File: src/rtl/astro_rom_arbiter.sv
// astro_rom_arbiter
// Shares the two registered read ports of the sprite ROM between NUM_REQ
// pixel requesters. Up to two requests are granted per cycle in round-robin
// order. The ROM addresses are registered, the one-cycle ROM latency is
// tracked with per-port tags, and the returned palette indices are routed
// back to the requester that owns them. A request accepted in cycle t
// produces its rsp_valid pulse in cycle t+3.
//
// Optional build macro: ASTRO_ARB_PRIORITY_EN
//   defined   : requester 0 takes port 1 whenever it requests; port 2 is
//               round-robin over requesters 1..NUM_REQ-1.
//   undefined : pure round-robin over all requesters.
//
// Ports:
//   clk_i        system clock, rising edge
//   rst_i        asynchronous, active-high reset
//   grant_en_i   0 blocks new grants; responses already in flight complete
//   req_valid_i  per-requester read request
//   req_addr_i   per-requester address, slice i = [i*ADDR_W +: ADDR_W]
//   req_ready_o  combinational grant (accept = valid & ready at rising edge)
//   rsp_valid_o  one-cycle pulse, read data for requester i is valid
//   rsp_data_o   per-requester read data, held between pulses
//   rsp_oor_o    qualifies rsp_valid_o, 1 = address was out of range
//   rom_addr1_o  registered ROM port 1 address
//   rom_addr2_o  registered ROM port 2 address
//   rom_data1_i  ROM port 1 data, valid one cycle after the address
//   rom_data2_i  ROM port 2 data, valid one cycle after the address
module astro_rom_arbiter #(
    parameter int NUM_REQ = 4,
    parameter int ADDR_W  = 19,
    parameter int DATA_W  = 4,
    parameter int DEPTH   = 550
) (
    input  logic                      clk_i,
    input  logic                      rst_i,
    input  logic                      grant_en_i,
    input  logic [NUM_REQ-1:0]        req_valid_i,
    input  logic [NUM_REQ*ADDR_W-1:0] req_addr_i,
    output logic [NUM_REQ-1:0]        req_ready_o,
    output logic [NUM_REQ-1:0]        rsp_valid_o,
    output logic [NUM_REQ*DATA_W-1:0] rsp_data_o,
    output logic [NUM_REQ-1:0]        rsp_oor_o,
    output logic [ADDR_W-1:0]         rom_addr1_o,
    output logic [ADDR_W-1:0]         rom_addr2_o,
    input  logic [DATA_W-1:0]         rom_data1_i,
    input  logic [DATA_W-1:0]         rom_data2_i
);

    localparam int PTR_W = (NUM_REQ > 2) ? $clog2(NUM_REQ) : 1;

    logic [PTR_W-1:0]          rr_ptr_q, rr_ptr_d;
    logic [PTR_W-1:0]          scan_id;
    logic                      g1_vld, g2_vld;
    logic [PTR_W-1:0]          g1_id, g2_id;
    logic [ADDR_W-1:0]         g1_addr, g2_addr;
    logic                      g1_oor, g2_oor;

    // stage 1: address registered, ROM reading; stage 2: ROM data valid
    logic [ADDR_W-1:0]         rom_addr1_q, rom_addr2_q;
    logic                      s1_vld1_q, s1_vld2_q, s2_vld1_q, s2_vld2_q;
    logic [PTR_W-1:0]          s1_id1_q, s1_id2_q, s2_id1_q, s2_id2_q;
    logic                      s1_oor1_q, s1_oor2_q, s2_oor1_q, s2_oor2_q;

    logic [NUM_REQ-1:0]        rsp_valid_q, rsp_valid_d;
    logic [NUM_REQ-1:0]        rsp_oor_q, rsp_oor_d;
    logic [NUM_REQ*DATA_W-1:0] rsp_data_q, rsp_data_d;

    // Arbitration: the first hit of the scan goes to port 1, the second to
    // port 2, so port 1 always carries the earlier scan index.
    always_comb begin
        g1_vld   = 1'b0;
        g2_vld   = 1'b0;
        g1_id    = '0;
        g2_id    = '0;
        scan_id  = '0;
        rr_ptr_d = rr_ptr_q;
`ifdef ASTRO_ARB_PRIORITY_EN
        if (grant_en_i && req_valid_i[0]) begin
            g1_vld = 1'b1;
            g1_id  = '0;
        end
        // rr_ptr is an offset into requesters 1..NUM_REQ-1
        for (int k = 0; k < NUM_REQ - 1; k++) begin
            scan_id = PTR_W'(1 + ((int'(rr_ptr_q) + k) % (NUM_REQ - 1)));
            if (grant_en_i && req_valid_i[scan_id]) begin
                if (!g1_vld) begin
                    g1_vld = 1'b1;
                    g1_id  = scan_id;
                end else if (!g2_vld) begin
                    g2_vld = 1'b1;
                    g2_id  = scan_id;
                end
            end
        end
        // next offset after index L is L mod (NUM_REQ-1); requester 0 never moves it
        if (g2_vld) begin
            rr_ptr_d = PTR_W'(int'(g2_id) % (NUM_REQ - 1));
        end else if (g1_vld && (g1_id != '0)) begin
            rr_ptr_d = PTR_W'(int'(g1_id) % (NUM_REQ - 1));
        end
`else
        for (int k = 0; k < NUM_REQ; k++) begin
            scan_id = PTR_W'((int'(rr_ptr_q) + k) % NUM_REQ);
            if (grant_en_i && req_valid_i[scan_id]) begin
                if (!g1_vld) begin
                    g1_vld = 1'b1;
                    g1_id  = scan_id;
                end else if (!g2_vld) begin
                    g2_vld = 1'b1;
                    g2_id  = scan_id;
                end
            end
        end
        if (g2_vld) begin
            rr_ptr_d = PTR_W'((int'(g2_id) + 1) % NUM_REQ);
        end else if (g1_vld) begin
            rr_ptr_d = PTR_W'((int'(g1_id) + 1) % NUM_REQ);
        end
`endif
    end

    always_comb begin
        req_ready_o = '0;
        if (g1_vld) req_ready_o[g1_id] = 1'b1;
        if (g2_vld) req_ready_o[g2_id] = 1'b1;
    end

    assign g1_addr = req_addr_i[int'(g1_id)*ADDR_W +: ADDR_W];
    assign g2_addr = req_addr_i[int'(g2_id)*ADDR_W +: ADDR_W];
    assign g1_oor  = (g1_addr >= ADDR_W'(DEPTH));
    assign g2_oor  = (g2_addr >= ADDR_W'(DEPTH));

    // Response routing: the two ports never carry the same id in one cycle,
    // so the two slot writes below cannot collide.
    always_comb begin
        rsp_valid_d = '0;
        rsp_oor_d   = rsp_oor_q;
        rsp_data_d  = rsp_data_q;
        if (s2_vld1_q) begin
            rsp_valid_d[s2_id1_q] = 1'b1;
            rsp_oor_d[s2_id1_q]   = s2_oor1_q;
            rsp_data_d[int'(s2_id1_q)*DATA_W +: DATA_W] = s2_oor1_q ? '0 : rom_data1_i;
        end
        if (s2_vld2_q) begin
            rsp_valid_d[s2_id2_q] = 1'b1;
            rsp_oor_d[s2_id2_q]   = s2_oor2_q;
            rsp_data_d[int'(s2_id2_q)*DATA_W +: DATA_W] = s2_oor2_q ? '0 : rom_data2_i;
        end
    end

    always_ff @(posedge clk_i or posedge rst_i) begin
        if (rst_i) begin
            rr_ptr_q    <= '0;
            rom_addr1_q <= '0;
            rom_addr2_q <= '0;
            s1_vld1_q   <= 1'b0;
            s1_vld2_q   <= 1'b0;
            s1_id1_q    <= '0;
            s1_id2_q    <= '0;
            s1_oor1_q   <= 1'b0;
            s1_oor2_q   <= 1'b0;
            s2_vld1_q   <= 1'b0;
            s2_vld2_q   <= 1'b0;
            s2_id1_q    <= '0;
            s2_id2_q    <= '0;
            s2_oor1_q   <= 1'b0;
            s2_oor2_q   <= 1'b0;
            rsp_valid_q <= '0;
            rsp_oor_q   <= '0;
            rsp_data_q  <= '0;
        end else begin
            rr_ptr_q    <= rr_ptr_d;
            // idle or out-of-range ports read address 0
            rom_addr1_q <= (g1_vld && !g1_oor) ? g1_addr : '0;
            rom_addr2_q <= (g2_vld && !g2_oor) ? g2_addr : '0;
            s1_vld1_q   <= g1_vld;
            s1_vld2_q   <= g2_vld;
            s1_id1_q    <= g1_id;
            s1_id2_q    <= g2_id;
            s1_oor1_q   <= g1_vld & g1_oor;
            s1_oor2_q   <= g2_vld & g2_oor;
            s2_vld1_q   <= s1_vld1_q;
            s2_vld2_q   <= s1_vld2_q;
            s2_id1_q    <= s1_id1_q;
            s2_id2_q    <= s1_id2_q;
            s2_oor1_q   <= s1_oor1_q;
            s2_oor2_q   <= s1_oor2_q;
            rsp_valid_q <= rsp_valid_d;
            rsp_oor_q   <= rsp_oor_d;
            rsp_data_q  <= rsp_data_d;
        end
    end

    assign rom_addr1_o = rom_addr1_q;
    assign rom_addr2_o = rom_addr2_q;
    assign rsp_valid_o = rsp_valid_q;
    assign rsp_oor_o   = rsp_oor_q;
    assign rsp_data_o  = rsp_data_q;

endmodule

File: config.mk
export PLATFORM = sky130hd
export DESIGN_NAME = astro_rom_arbiter
export DESIGN_NICKNAME = d
export VERILOG_FILES = /design/src/rtl/astro_rom_arbiter.sv
export SDC_FILE = /design/constraint.sdc
export NUM_CORES = 1
export LEC_CHECK = 0
export CORE_MARGIN = 4
export CORE_UTILIZATION = 50
export DETAILED_ROUTE_END_ITERATION = 7
export GPL_TIMING_DRIVEN = 0
export PLACE_DENSITY = 0.82
export SLEW_MARGIN = 40
export SYNTH_ARGS = -nofsm -noshare
export SYNTH_HDL_FRONTEND = slang
export SYNTH_SLANG_ARGS = --single-unit
File: constraint.sdc
create_clock -name clk_i -period 5.84 [get_ports clk_i]
set_input_delay 1.168 -clock clk_i [delete_from_list [all_inputs] [get_ports clk_i]]
set_output_delay 1.168 -clock clk_i [all_outputs]
set_load 0.01 [all_outputs]
==> After elaboration in Yosys (flattened, before gate mapping) <==
Cells that the tools add are included.
{ "word_totals": {"mem_bits_rw": 0, "ff_bits": 80, "inputBits": 91, "rom_bits": 0, "latchBits": 0, "output_inout_bits": 66, "mem_count": 0, "elab_cells": 123} }
{ "classes": {"n_eq_ne": 0, "shift": 6, "n_lt_le_gt_ge": 14, "add_sub_neg": 7, "div_mod_pow": 0, "n_reduce_logical": 13, "bitwise_logic": 4, "mul": 2, "n_mux": 59} }
{ "ops": {"columns": ["operator", "n"], "rows": [
  ["$shiftx 76x8->19", 2],
  ["$neg 4->33", 2],
  ["$shift 4x33->16 const A", 2],
  ["$shiftx 4x33->16", 2],
  ["$ge 19x10->1 const B", 2],
  ["$mux 19", 2],
  ["$mux 2", 17],
  ["$bwmux 16", 2],
  ["$mux 16", 2],
  ["$mux 4", 8],
  ["$lt 2x3->1 const B", 8],
  ["$mux 1", 18],
  ["$mul 2x5->7 const B", 2],
  ["$logic_and 1x1->1", 10],
  ["$bmux 1 s2", 4],
  ["$bwmux 4", 2],
  ["$demux 1 s2", 4],
  ["$ge 2x1->1 const B", 4],
  ["$or 4x4->4", 2],
  ["$add 2x1->2 const B", 3],
  ["$add 2x2->2 const B", 2],
  ["$and 1x1->1", 2],
  ["$logic_not 1->1", 2],
  ["$reduce_bool 2->1", 1]
]} }

==> Depth between registers and ports, before layout <==
Gate-level depths: netlist of the first run.
{ "logic_depth": {"depth_word": 18, "depth_mapped": 15, "mapped_depth_nobuf": 12} }

==> Worst setup path after synthesis of the first run <==
OpenSTA, ideal clock, no wires.
{ "synth_path": {"path_type": "input -> output", "start": "in req_valid_i[2]", "end": "out req_ready_o[0]", "path_slack_ns": 1.241, "stages": 11, "n_path_buf": 2, "t_required_ns": 4.672, "arrival_ns": 3.431, "cell_sequence": "mux2i_2 nand2_1 and3_1 ha_1 a32o_2 a2111oi_4 a21o_4 buf_12 inv_1 clkbuf_1 o21ai_0"} }
{ "synth_between": {"elab_chain_len": 18, "elab_cells_between_ends": 50, "cone_classes": "order compare (4); mux (39); bitwise (1); reduce/logical (6)"} }
{ "synth_rtl": {"columns": ["item", "line_no", "text"], "rows": [
  ["start: declaration", "37", "input logic [NUM_REQ-1:0] req_valid_i,"],
  ["$bmux 1 s2", "104", "if (grant_en_i && req_valid_i[scan_id]) begin"],
  ["$mux 1 (implied by the code)", "104", null],
  ["$logic_and 1x1->1", "104", null],
  ["$mux 1", "104", null],
  ["$mux 2 or $mux 1 (tied branches)", "105", "if (!g1_vld) begin"],
  ["$mux 2 or $mux 1 (tied branches)", "104", null],
  ["$mux 2", "108", "end else if (!g2_vld) begin"],
  ["$mux 2", "105", null],
  ["(+3 left out)", null, null],
  ["$mux 2 (*)", "104", null],
  ["named net g2_id[0]", "54", "logic [PTR_W-1:0] g1_id, g2_id;"],
  ["$lt 2x3->1 (implied by the code) or $ge 2x1->1 (tied branches)", "125", "if (g2_vld) req_ready_o[g2_id] = 1'b1;"],
  ["$logic_and 1x1->1 (implied by the code)", "125", null],
  ["$mux 1 (implied by the code)", "125", null],
  ["$demux 1 s2 (*)", "125", null],
  ["$or 4x4->4 (no line) (*)", null, null],
  ["$mux 4 (*)", "125", null],
  ["end: declaration", "39", "output logic [NUM_REQ-1:0] req_ready_o,"]
]} }
The timed path passes the listed nets; every way through them passes the cells marked *. The select of a mux whose other input is x is not followed.

==> Final worst setup path of the first run <==
{ "layout_path": {"start": "in req_valid_i[3]", "end": "out req_ready_o[1]"} }
{ "layout_between": {"elab_chain_len": 18, "elab_cells_between_ends": 50, "cone_classes": "order compare (4); mux (39); bitwise (1); reduce/logical (6)"} }
{ "layout_rtl": {"columns": ["item", "line_no"], "rows": [
  ["$bmux 1 s2", "104"],
  ["$mux 1 (implied by the code)", "104"],
  ["$logic_and 1x1->1", "104"],
  ["$mux 1", "104"],
  ["$mux 2 or $mux 1 (tied branches)", "105"],
  ["$mux 2 or $mux 1 (tied branches)", "104"],
  ["$mux 2", "108"],
  ["$mux 2", "105"],
  ["(+2 left out)", null],
  ["$mux 2", "105"],
  ["$mux 2", "104"],
  ["$lt 2x3->1 (implied by the code) or $ge 2x1->1 (tied branches)", "125"],
  ["$logic_and 1x1->1 (implied by the code)", "125"],
  ["$mux 1 (implied by the code)", "125"],
  ["$demux 1 s2", "125"],
  ["$or 4x4->4 (no line)", null],
  ["$mux 4 (*)", "125"]
]} }
Mark *: on every way between the ends. The rest lies on a longest branch, timed or not. The select of a mux whose other input is x is not followed.

==> reports/results.tsv, run 1 <==
stage	metric	value	unit
final_layout	area_delta_synth_final	44.2	%
setup_path	r2r_cells	13	
global_route	grt.overflow.total	0	
setup_path	end_kind	output port	
cts	cts_root_buffer	clkbuf_8	
power	p_switching	1120	µW
setup_path	crit_path_frequent_cell	clkdlybuf4s50_1	
floorplan	fp.coreArea	9240	µm²
min_path	hp-class	reg2reg	
run_status	outcome	complete, no violations	
power	pwr_density_cell	402	nW/µm²
floorplan	die_area	11100	µm²
setup_path	start_kind	primary input	
synth	seq_area_frac_synth	0.423	
routing	route.detailed.wl_per_inst	18.6	µm
setup_path	required	4.67	ns
cts	cts.htree.levels	3	
floorplan	io_pins	157	
power	clockPowerShare	0.154	
cts	hold_buffers	0	
setup_path	critPathCapture	req_ready_o[1]	
final_layout	drive_above_1_share	0.137	
synth	synth_area	4730	µm²
power	p_leak	0.00295	µW
sta	max_slew.worst_pin.slew	0.721	ns
placement	dp_hpwl	11200	µm
sta	fin_crit_sh	0.980	
setup_path	cp_data_arrival_time	4.55	ns
final_layout	nets	739	
floorplan	die_h	105	µm
setup_path	critPathMaxFanout	10	
routing	vias_per_cell	5.82	
synth	synthArstFlopShare	1.00	
cts	cts_sinks	80	
power	swShare	0.410	
global_route	grt_pass1_wl	23200	µm
global_route	grt_usage	0.260	
synth	syn_area_per_cell	10.7	µm²
final_layout	register_area	2000	µm²
cts	clock_latency	0.35	ns
setup_path	startpoint	req_valid_i[3]	
floorplan	start_util	0.512	
final_layout	multi_input_area	2620	µm²
routing	drt_iter0_markers	386	
routing	route.detailed.drc	0	
sta	max_slew_margin	0.512	
sta	setup_ws	0.118	ns
final_layout	nFillCells	665	
sta	hold_viol	0	
power	seqPwrFrac	0.288	
synth	synth_seq_cells	80	
setup_path	rr_endpoint	rom_addr2_o[5]	
routing	firstDrtPassIters	7	
sta	period_needed	5.72	ns
final_layout	antenna_cells	0	
power	total_power	2740	µW
power	p_int	1620	µW
setup_path	slowest_delay	0.52	ns
placement	port_buffers	156	
setup_path	cpMaxStageDelayCell	clkdlybuf4s50_1	
synth	synth-edff-count	0	
sta	drv_slew	0	
run	maxCapViolations	0	
synth	synth_cell_types	68	
routing	postRouteAntennaNets	0	
cts	clk_pin_slew_worst_paths	0.09	ns
synth	yosys_warnings	0	
global_route	grt_max_degree	55	
sta	setup_viol	0	
sta	fin_worst_skew	0.0156	ns
floorplan	fp-row-count	35	
floorplan	die_w	105	µm
power	combPwrFrac	0.558	
sta	fmax	0.175	GHz
cts	cts_buffer_depth	2	
synth	netlist_instances	443	
routing	num_vias	4456	
cts	cts_tree	done	
setup_path	crit_chain	clkdlybuf4s50_1, mux2i_4, nand2_1, and3_1, ha_1, a32o_2, a2111oi_4, a21o_4, clkbuf_4, buf_4, o21ai_0, clkdlybuf4s50_1	
placement	place_ws	-0.176	ns
setup_path	r2r_start	rr_ptr_q[0]	
setup_path	r2r_setup_slack	1.75	ns
routing	drt-total-wl	14300	µm
power	ir_worst_vdd	193	µV
setup_path	critPathKind	in2out	
global_route	antenna_found_initial	0	
global_route	grt_pass1_vias	4516	
placement	gp_congestion	0.914	
synth	ys.flop_type	dfrtp_1	
cts	cts_buffers	9	
==> cells in the mapped netlist, types with 2 or more instances <==
master	count	area, µm²
dfrtp_1	80	2000
nand2_1	58	218
mux2i_1	22	220
o22ai_1	22	138
nor2_1	20	75.1
nor3_1	20	100
a22oi_1	16	120
ha_1	16	200
buf_2	15	75.1
mux4_2	12	270
and3_1	11	68.8
inv_1	11	41.3
nand3_1	10	50.1
a21oi_1	8	40.0
nand2b_1	7	43.8
nor2b_1	7	43.8
nor4_1	7	43.8
o21ai_0	7	35.0
a2111oi_2	6	90.1
mux2_2	6	67.6
and2_1	5	31.3
clkbuf_1	5	18.8
a211oi_1	4	30.0
o21a_1	4	30.0
a311oi_1	3	26.3
a31oi_1	3	18.8
nor4b_1	3	26.3
a2111oi_4	2	55.1
a211oi_2	2	25.0
a21o_1	2	15.0
a221oi_1	2	17.5
a311o_1	2	20.0
buf_6	2	22.5
maj3_1	2	20.0
mux2i_2	2	27.5
nand3b_1	2	15.0
nand4_1	2	12.5
nor3b_1	2	15.0
o221a_2	2	22.5
o41ai_1	2	17.5
xor2_1	2	17.5
==> cell type report <==
class	instances	share of cell area
clock inverter	7	0.0123
tap	129	0.0237
inverter	12	0.00734
multi-input combinational	343	0.385
timing repair buffer	162	0.239
sequential	80	0.294
clock buffer	9	0.0182
buffer	24	0.0215
==> critical path, delay by kind of cell <==
family / cells / cell delay, ns
mux: 1 / 0.25
fa+ha+maj: 1 / 0.22
compound gates: 4 / 1.11
simple gates: 2 / 0.31
buf+inv: 4 / 1.49
==> how the worst min path moves through the flow <==
| stage | startpoint | end | slack [ns] | depth (start not counted) |
|---|---|---|---|---|
| final | s1_vld2_q | s2_vld2_q | 0.35 | 0 |
| after global routing | s1_vld2_q | s2_vld2_q | 0.35 | 0 |
| after CTS | s1_vld2_q | s2_vld2_q | 0.34 | 0 |
| after detailed placement | s1_oor1_q | s2_oor1_q | 0.33 | 0 |
| after global placement | s1_oor1_q | s2_oor1_q | 0.33 | 0 |
| after floorplan | s1_id1_q[0] | s2_id1_q[0] | 0.33 | 0 |
==> logic make-up (layout without fill, tap and decap cells) <==
family	after synthesis	count (layout)	synth area share
DFF	80	80	0.423
muxes	44	44	0.132
xor gates and xnor gates	3	3	0.00556
adders and majority gates	18	18	0.0466
other	1	18	0.000793
AOI/OAI and AO/OA	101	101	0.182
buffers and inverters	37	214	0.0402
and+or+nand+nor	159	159	0.170
==> stage by stage <==
| step | hold slack [ns] | utilization | cell area (µm²) | setup TNS, ns | std cells |
|---|---|---|---|---|---|
| finish | 0.345 | 0.738 | 6820 | 0 | 766 |
| global route | 0.355 | 0.738 | 6820 | -0.0000697 | 766 |
| CTS | 0.344 | 0.734 | 6780 | 0 | 762 |
| detailed placement | 0.335 | 0.709 | 6560 | -0.536 | 746 |
| global placement | 0.331 | 0.705 | 6520 | -0.399 | 745 |
| floorplan | 0.331 | - | 4790 | 0 | 460 |
==> layer usage <==
layer	track usage	wire (µm)	share of wire	vias up
met4	0.0740	278	0.019	0
met3	0.0710	1530	0.11	24
met1	0.337	5490	0.38	2112
met2	0.428	6970	0.49	291
li1	-	-	-	2029
met5	0	0	0	-
==> power groups by stage <==
stage	registers (µW)	clock network [µW]	logic, µW
floorplan	816	0	914
global placement	792	0	1440
detailed placement	797	0	1480
CTS	787	431	1500
global route	808	454	1640
finish	788	422	1530
==> sequential cells by signal, indices dropped and copies added, names as in the netlist <==
| signal | flops |
|---|---|
| s2_id1_q | 2 |
| s1_oor1_q | 1 |
| s2_id2_q | 2 |
| rr_ptr_q | 2 |
| rsp_valid_o | 4 |
| s1_id2_q | 2 |
| s1_vld2_q | 1 |
| rsp_data_o | 16 |
| s1_id1_q | 2 |
| s2_oor2_q | 1 |
| rom_addr1_o | 19 |
| s2_oor1_q | 1 |
| rom_addr2_o | 19 |
| s1_vld1_q | 1 |
| s2_vld1_q | 1 |
| rsp_oor_o | 4 |
| s1_oor2_q | 1 |
| s2_vld2_q | 1 |
==> repair_timing <==
| item | CTS | global route |
|---|---|---|
| setup buffers | 1 | 4 |
| pin swaps | 0 | 1 |
| setup endpoints to repair | 4 | 4 |
| gates resized for setup | 2 | 3 |
==> cells in the final DEF, fill, tap and decap left out, types with 5 or more instances in the layout <==
cell             instances
clkdlybuf4s50_1        155
dfrtp_1                 80
nand2_1                 58
o22ai_1                 22
mux2i_1                 22
nor2_1                  20
nor3_1                  20
conb_1                  18
a22oi_1                 16
ha_1                    16
buf_2                   13
mux4_2                  12
and3_1                  11
inv_1                   10
nand3_1                 10
clkbuf_8                 9
a21oi_1                  8
nand2b_1                 7
nor2b_1                  7
nor4_1                   7
mux2_2                   6
o21ai_0                  6
a2111oi_2                6
buf_4                    6
and2_1                   5
Power figures use the tool's default switching activity.
==> run 2: changes to the inputs <==
--- a/config.mk
+++ b/config.mk
@@ -6,10 +6,10 @@
 export NUM_CORES = 1
 export LEC_CHECK = 0
 export CORE_MARGIN = 4
-export CORE_UTILIZATION = 50
+export CORE_UTILIZATION = 47
 export DETAILED_ROUTE_END_ITERATION = 7
 export GPL_TIMING_DRIVEN = 0
-export PLACE_DENSITY = 0.82
+export PLACE_DENSITY = 0.78
 export SLEW_MARGIN = 40
 export SYNTH_ARGS = -nofsm -noshare
 export SYNTH_HDL_FRONTEND = slang
==> constraint.sdc (replaced) <==
create_clock -name clk_i -period 5.3 [get_ports clk_i]
set_input_delay 1.06 -clock clk_i [delete_from_list [all_inputs] [get_ports clk_i]]
set_output_delay 1.06 -clock clk_i [all_outputs]
set_load 0.01 [all_outputs]
==> run 2 against run 1 <==
- sequential share of layout area is 0.22 points lower
- power is 11% higher
- critical path depth unchanged
- worst setup slack gained 0.0089 ns
- count of clock-buffer cells in the layout is 1 higher
- sequential power rose by 10%
==> reports/results.tsv, run 2 (synthesis results as in run 1) <==
stage	metric	value	unit
run_status	outcome	complete, no violations	
floorplan	die_w	108	µm
placement	gp_congestion	0.913	
final_layout	final_cell_mix	clkdlybuf4s50_1, dfrtp_1, nand2_1	
placement	dp_cells	750	
sta	period_needed	5.17	ns
sta	max_slew_margin	0.434	
sta	rsz0062_at_grt	no	
cts	hold_buffers	0	
cts	cts.htree.levels	3	
min_path	holdPathEnd	s2_id2_q[0]	
setup_path	rr_endpoint	rom_addr2_o[5]	
placement	dp_hpwl	11700	µm
floorplan	fp-row-count	36	
global_route	grt_pass1_wl	23100	µm
setup_path	r2r_start	rr_ptr_q[0]	
cts	cts_tree	done	
sta	fin_crit_sh	0.976	
setup_path	crit_chain	dlygate4sd2_1, mux2i_4, nand2_1, and3_1, ha_1, a32o_2, a2111oi_4, a21o_4, buf_12, clkinvlp_4, o21ai_1, clkdlybuf4s50_1	
floorplan	die_area	11700	µm²
global_route	grt_max_degree	44	
cts	cts_sinks	80	
setup_path	critPathKind	in2out	
sta	fmax	0.193	GHz
final_layout	nets	743	
cts	clock_latency	0.36	ns
setup_path	cpMaxStageDelayCell	clkdlybuf4s50_1	
floorplan	start_util	0.484	
global_route	grt_usage	0.253	
global_route	grt_pass1_vias	4514	
final_layout	drive_above_1_share	0.147	
routing	postRouteAntennaNets	0	
sta	max_slew.worst_pin.slew	0.837	ns
setup_path	r2r_setup_slack	1.14	ns
routing	vias_per_cell	5.77	
final_layout	nFillCells	745	
global_route	grt.overflow.total	0	
cts	cts_root_buffer	clkbuf_8	
final_layout	multi_input_area	2640	µm²
sta	setup_viol	0	
placement	port_buffers	156	
sta	drv_slew	0	
run	maxCapViolations	0	
setup_path	critPathMaxFanout	10	
cts	clk_pin_slew_worst_paths	0.08	ns
floorplan	die_h	108	µm
placement	place_ws	-0.503	ns
power	pwr_density_cell	442	nW/µm²
setup_path	r2r_cells	13	
sta	setup_ws	0.127	ns
cts	cts_buffer_depth	2	
floorplan	fp.coreArea	9770	µm²
routing	firstDrtPassIters	5	
cts	cts_buffers	9	
setup_path	slowest_delay	0.58	ns
power	ir_worst_vdd	198	µV
sta	fin_worst_skew	0.0122	ns
routing	route.detailed.wl_per_inst	18.9	µm
routing	route.detailed.drc	0	
setup_path	cp_data_arrival_time	4.11	ns
setup_path	startpoint	req_valid_i[1]	
floorplan	io_pins	157	
final_layout	final_cell_count_no_fill	774	
min_path	hp-class	reg2reg	
power	p_leak	0.00300	µW
setup_path	start_kind	primary input	
sta	timing.hold.ws	0.353	ns
setup_path	required	4.24	ns
final_layout	antenna_cells	0	
setup_path	end_kind	output port	
routing	drt-total-wl	14700	µm
final_layout	area_delta_synth_final	45.3	%
final_layout	final_common_cell	clkdlybuf4s50_1	
min_path	hold_path_depth	0	
final_layout	final_util	0.703	
routing	num_vias	4467	
final_layout	register_area	2000	µm²
sta	hold_viol	0	
routing	drt_iter0_markers	314	
power	total_power	3040	µW
global_route	antenna_found_initial	0	
min_path	hp-start	s1_id2_q[0]	
run 2: worst max-delay path: cells and delay by family:
| family | cells | cell delay [ns] |
|---|---|---|
| buf+inv | 4 | 1.16 |
| compound gates | 4 | 1.11 |
| simple gates | 2 | 0.33 |
| mux | 1 | 0.24 |
| fa+ha+maj | 1 | 0.21 |
run 2: routing by layer:
| metal | part of all wire | vias to the layer above | wire [µm] | track usage |
|---|---|---|---|---|
| met5 | 0 | - | 0 | 0 |
| li1 | - | 2042 | - | - |
| met2 | 0.50 | 260 | 7290 | 0.438 |
| met4 | 0.019 | 0 | 281 | 0.0757 |
| met1 | 0.39 | 2142 | 5690 | 0.317 |
| met3 | 0.095 | 23 | 1390 | 0.0555 |
run 2: metrics by stage:
| step | setup TNS, ns | cell area, µm² |
|---|---|---|
| 2_1_floorplan | 0 | 4790 |
| 3_3_place_gp | -1.97 | 6520 |
| 3_5_place_dp | -1.87 | 6550 |
| 4_1_cts | 0 | 6790 |
| 5_1_grt | 0 | 6870 |
| 6_report | 0 | 6870 |
run 2: how the worst max path moves through the flow:
| stage | to | slack [ns] |
|---|---|---|
| after floorplan | req_ready_o[0] | 0.92 |
| after global placement | req_ready_o[0] | -0.53 |
| after detailed placement | req_ready_o[0] | -0.50 |
| after CTS | req_ready_o[1] | 0.003 |
| after global routing | req_ready_o[0] | 0.004 |
| final | req_ready_o[0] | 0.13 |
run 2: where the power goes:
group / switching, µW / total, µW / leakage [µW] / internal [µW]
clock network: 222 / 453 / 0.000107 / 232
logic: 896 / 1710 / 0.00186 / 817
registers: 109 / 869 / 0.00103 / 760
run 2: layout make-up:
class	count	area share
plain buffers	24	0.0226
repair buffers	166	0.240
clock inverters	6	0.00965
flip-flops and latches	80	0.291
multi-input cells	343	0.384
well taps	133	0.0242
clock buffers	10	0.0200
inverters	12	0.00783
run 2: what timing repair did:
action,4_1_cts,5_1_grt
setup endpoints to repair,4,3
pin swaps,1,2
buffers inserted,3,6
gates resized for setup,12,8
==> run 3: changes to the inputs <==
--- a/config.mk
+++ b/config.mk
@@ -5,11 +5,13 @@
 export SDC_FILE = /design/constraint.sdc
 export NUM_CORES = 1
 export LEC_CHECK = 0
+export CORE_ASPECT_RATIO = 0.9
 export CORE_MARGIN = 4
 export CORE_UTILIZATION = 47
 export DETAILED_ROUTE_END_ITERATION = 7
 export GPL_TIMING_DRIVEN = 0
 export PLACE_DENSITY = 0.78
+export SKIP_LAST_GASP = 1
 export SLEW_MARGIN = 40
 export SYNTH_ARGS = -nofsm -noshare
 export SYNTH_HDL_FRONTEND = slang
==> run 3 against run 2 <==
- register-to-register slack improved by 0.18 ns
- cell area rose by 0.38%
- clock power rose by 25%
- via count rose by 1.8%
- combinational power barely moved
- die area barely moved
- global-route usage fell by 0.37 points
- largest power group unchanged
- highest routed layer unchanged
==> reports/results.tsv, run 3 (synthesis results as in run 1) <==
stage	metric	value	unit
placement	port_buffers	156	
cts	cts_buffer_depth	2	
final_layout	area_delta_synth_final	45.8	%
global_route	grt_pass1_vias	4379	
global_route	grt_pass1_wl	22700	µm
placement	place_ws	-0.649	ns
floorplan	die_area	11700	µm²
placement	gp_congestion	0.902	
floorplan	die_w	114	µm
placement	place_area	6550	µm²
power	p_leak	0.00301	µW
routing	route.detailed.wl_per_inst	18.9	µm
final_layout	nets	742	
sta	fin_crit_sh	0.985	
floorplan	start_util	0.485	
sta	max_slew.worst_pin.slew	0.786	ns
cts	cts_root_buffer	clkbuf_8	
run	maxCapViolations	0	
cts	cts_sinks	80	
final_layout	drive_above_1_share	0.144	
routing	postRouteAntennaNets	0	
floorplan	io_pins	157	
setup_path	end_kind	output port	
final_layout	nFillCells	704	
final_layout	final_cell_mix	clkdlybuf4s50_1, dfrtp_1, nand2_1	
global_route	antenna_found_initial	0	
power	pwr_density_cell	454	nW/µm²
cts	clock_latency	0.36	ns
global_route	grt_max_degree	63	
sta	fin_worst_skew	0.0142	ns
cts	cts_buffers	9	
run_status	outcome	complete, no violations	
setup_path	required	4.24	ns
final_layout	finish.instance_area	6900	µm²
sta	setup_viol	0	
setup_path	cp_data_arrival_time	4.16	ns
routing	firstDrtPassIters	5	
routing	route.detailed.drc	0	
final_layout	antenna_cells	0	
sta	rsz0062_at_grt	yes	
sta	max_slew_margin	0.469	
sta	drv_slew	0	
setup_path	critPathKind	in2out	
global_route	grt.overflow.total	0	
floorplan	fp-row-count	34	
sta	fmax	0.192	GHz
routing	drt_iter0_markers	364	
final_layout	final_common_cell	clkdlybuf4s50_1	
min_path	hp-class	reg2reg	
floorplan	fp.coreArea	9740	µm²
routing	vias_per_cell	5.94	
setup_path	critPathMaxFanout	10	
global_route	grt_usage	0.249	
cts	hold_buffers	0	
setup_path	start_kind	primary input	
cts	cts_tree	done	
routing	drt-total-wl	14400	µm
final_layout	final_util	0.708	
cts	cts.htree.levels	3	
routing	num_vias	4549	
sta	setup_ws	0.0819	ns
floorplan	die_h	103	µm
placement	dp_hpwl	11400	µm
power	ir_worst_vdd	242	µV
sta	hold_viol	0	
cts	clk_pin_slew_worst_paths	0.09	ns
sta	period_needed	5.22	ns
run 3: cell types whose count changed in the layout (fill, tap and decap cells not counted), sizes merged:
| cell | delta |
|---|---|
| bufinv | +2 |
| clkbuf | -2 |
| clkdlybuf4s50 | +1 |
| clkinv | -3 |
| dlygate4sd2 | -1 |
| inv | +2 |
run 3: metrics by stage:
stage | setup TNS (ns) | total power (µW) | hold WS [ns] | std cells
global route | -0.118 | 3320 | 0.361 | 766
finish | 0 | 3130 | 0.352 | 766
floorplan | 0 | 1910 | 0.331 | 460
global placement | -1.91 | 2490 | 0.332 | 742
CTS | 0 | 3120 | 0.355 | 761
detailed placement | -1.90 | 2520 | 0.335 | 743
run 3: where the power goes:
part           leakage (µW)  switching, µW  internal, µW  total (µW)
registers           0.00103            106           760         867
clock network      0.000129            244           323         567
logic               0.00185            893           805        1700
run 3: routing by layer:
layer,wire (µm),share of wire,vias to the layer above,global-route usage
met5,0,0,-,0
met1,5990,0.41,2179,0.329
met3,1380,0.096,31,0.0616
met4,408,0.028,0,0.0887
met2,6670,0.46,299,0.402
li1,-,-,2040,-
run 3: final cells by class:
cell class | count | area [µm²] | share of cell area
tap | 126 | 158 | 0.0229
multi-input combinational | 343 | 2620 | 0.380
timing repair buffer | 166 | 1660 | 0.240
clock buffer | 9 | 124 | 0.0180
clock inverter | 7 | 135 | 0.0196
sequential | 80 | 2000 | 0.290
inverter | 12 | 53.8 | 0.00780
buffer | 23 | 145 | 0.0210
run 3: repair_timing:
action | 4_1_cts | 5_1_grt
resized for setup | 10 | 5
setup buffers | 4 | 5
setup endpoints to repair | 4 | 4
pin swaps | 0 | 1
run 3: path summary, 6_finish.rpt:
path                       slack [ns]  cells after the start         endpoint           start
setup / recovery                 0.08                     11   req_ready_o[1]  req_valid_i[0]
hold / removal                   0.35                      0      s2_id1_q[0]     s1_id1_q[0]
setup reg to reg                 1.32                     13   rom_addr2_o[5]     rr_ptr_q[0]
hold reg to reg                  0.35                      0      s2_id1_q[0]     s1_id1_q[0]
max in group asynchronous        3.76                      3   rsp_data_o[10]           rst_i
min in group asynchronous        1.00                      2  rom_addr1_o[17]           rst_i
run 3: critical path: stages:
cell and delay [ns]:
clkdlybuf4s50_1 0.51, mux2i_2 0.31, o22ai_1 0.16, buf_6 0.18, a221o_1 0.30, a22oi_4 0.27
buf_4 0.25, buf_4 0.23, nand2_1 0.10, o21ai_0 0.19, clkdlybuf4s50_1 0.58
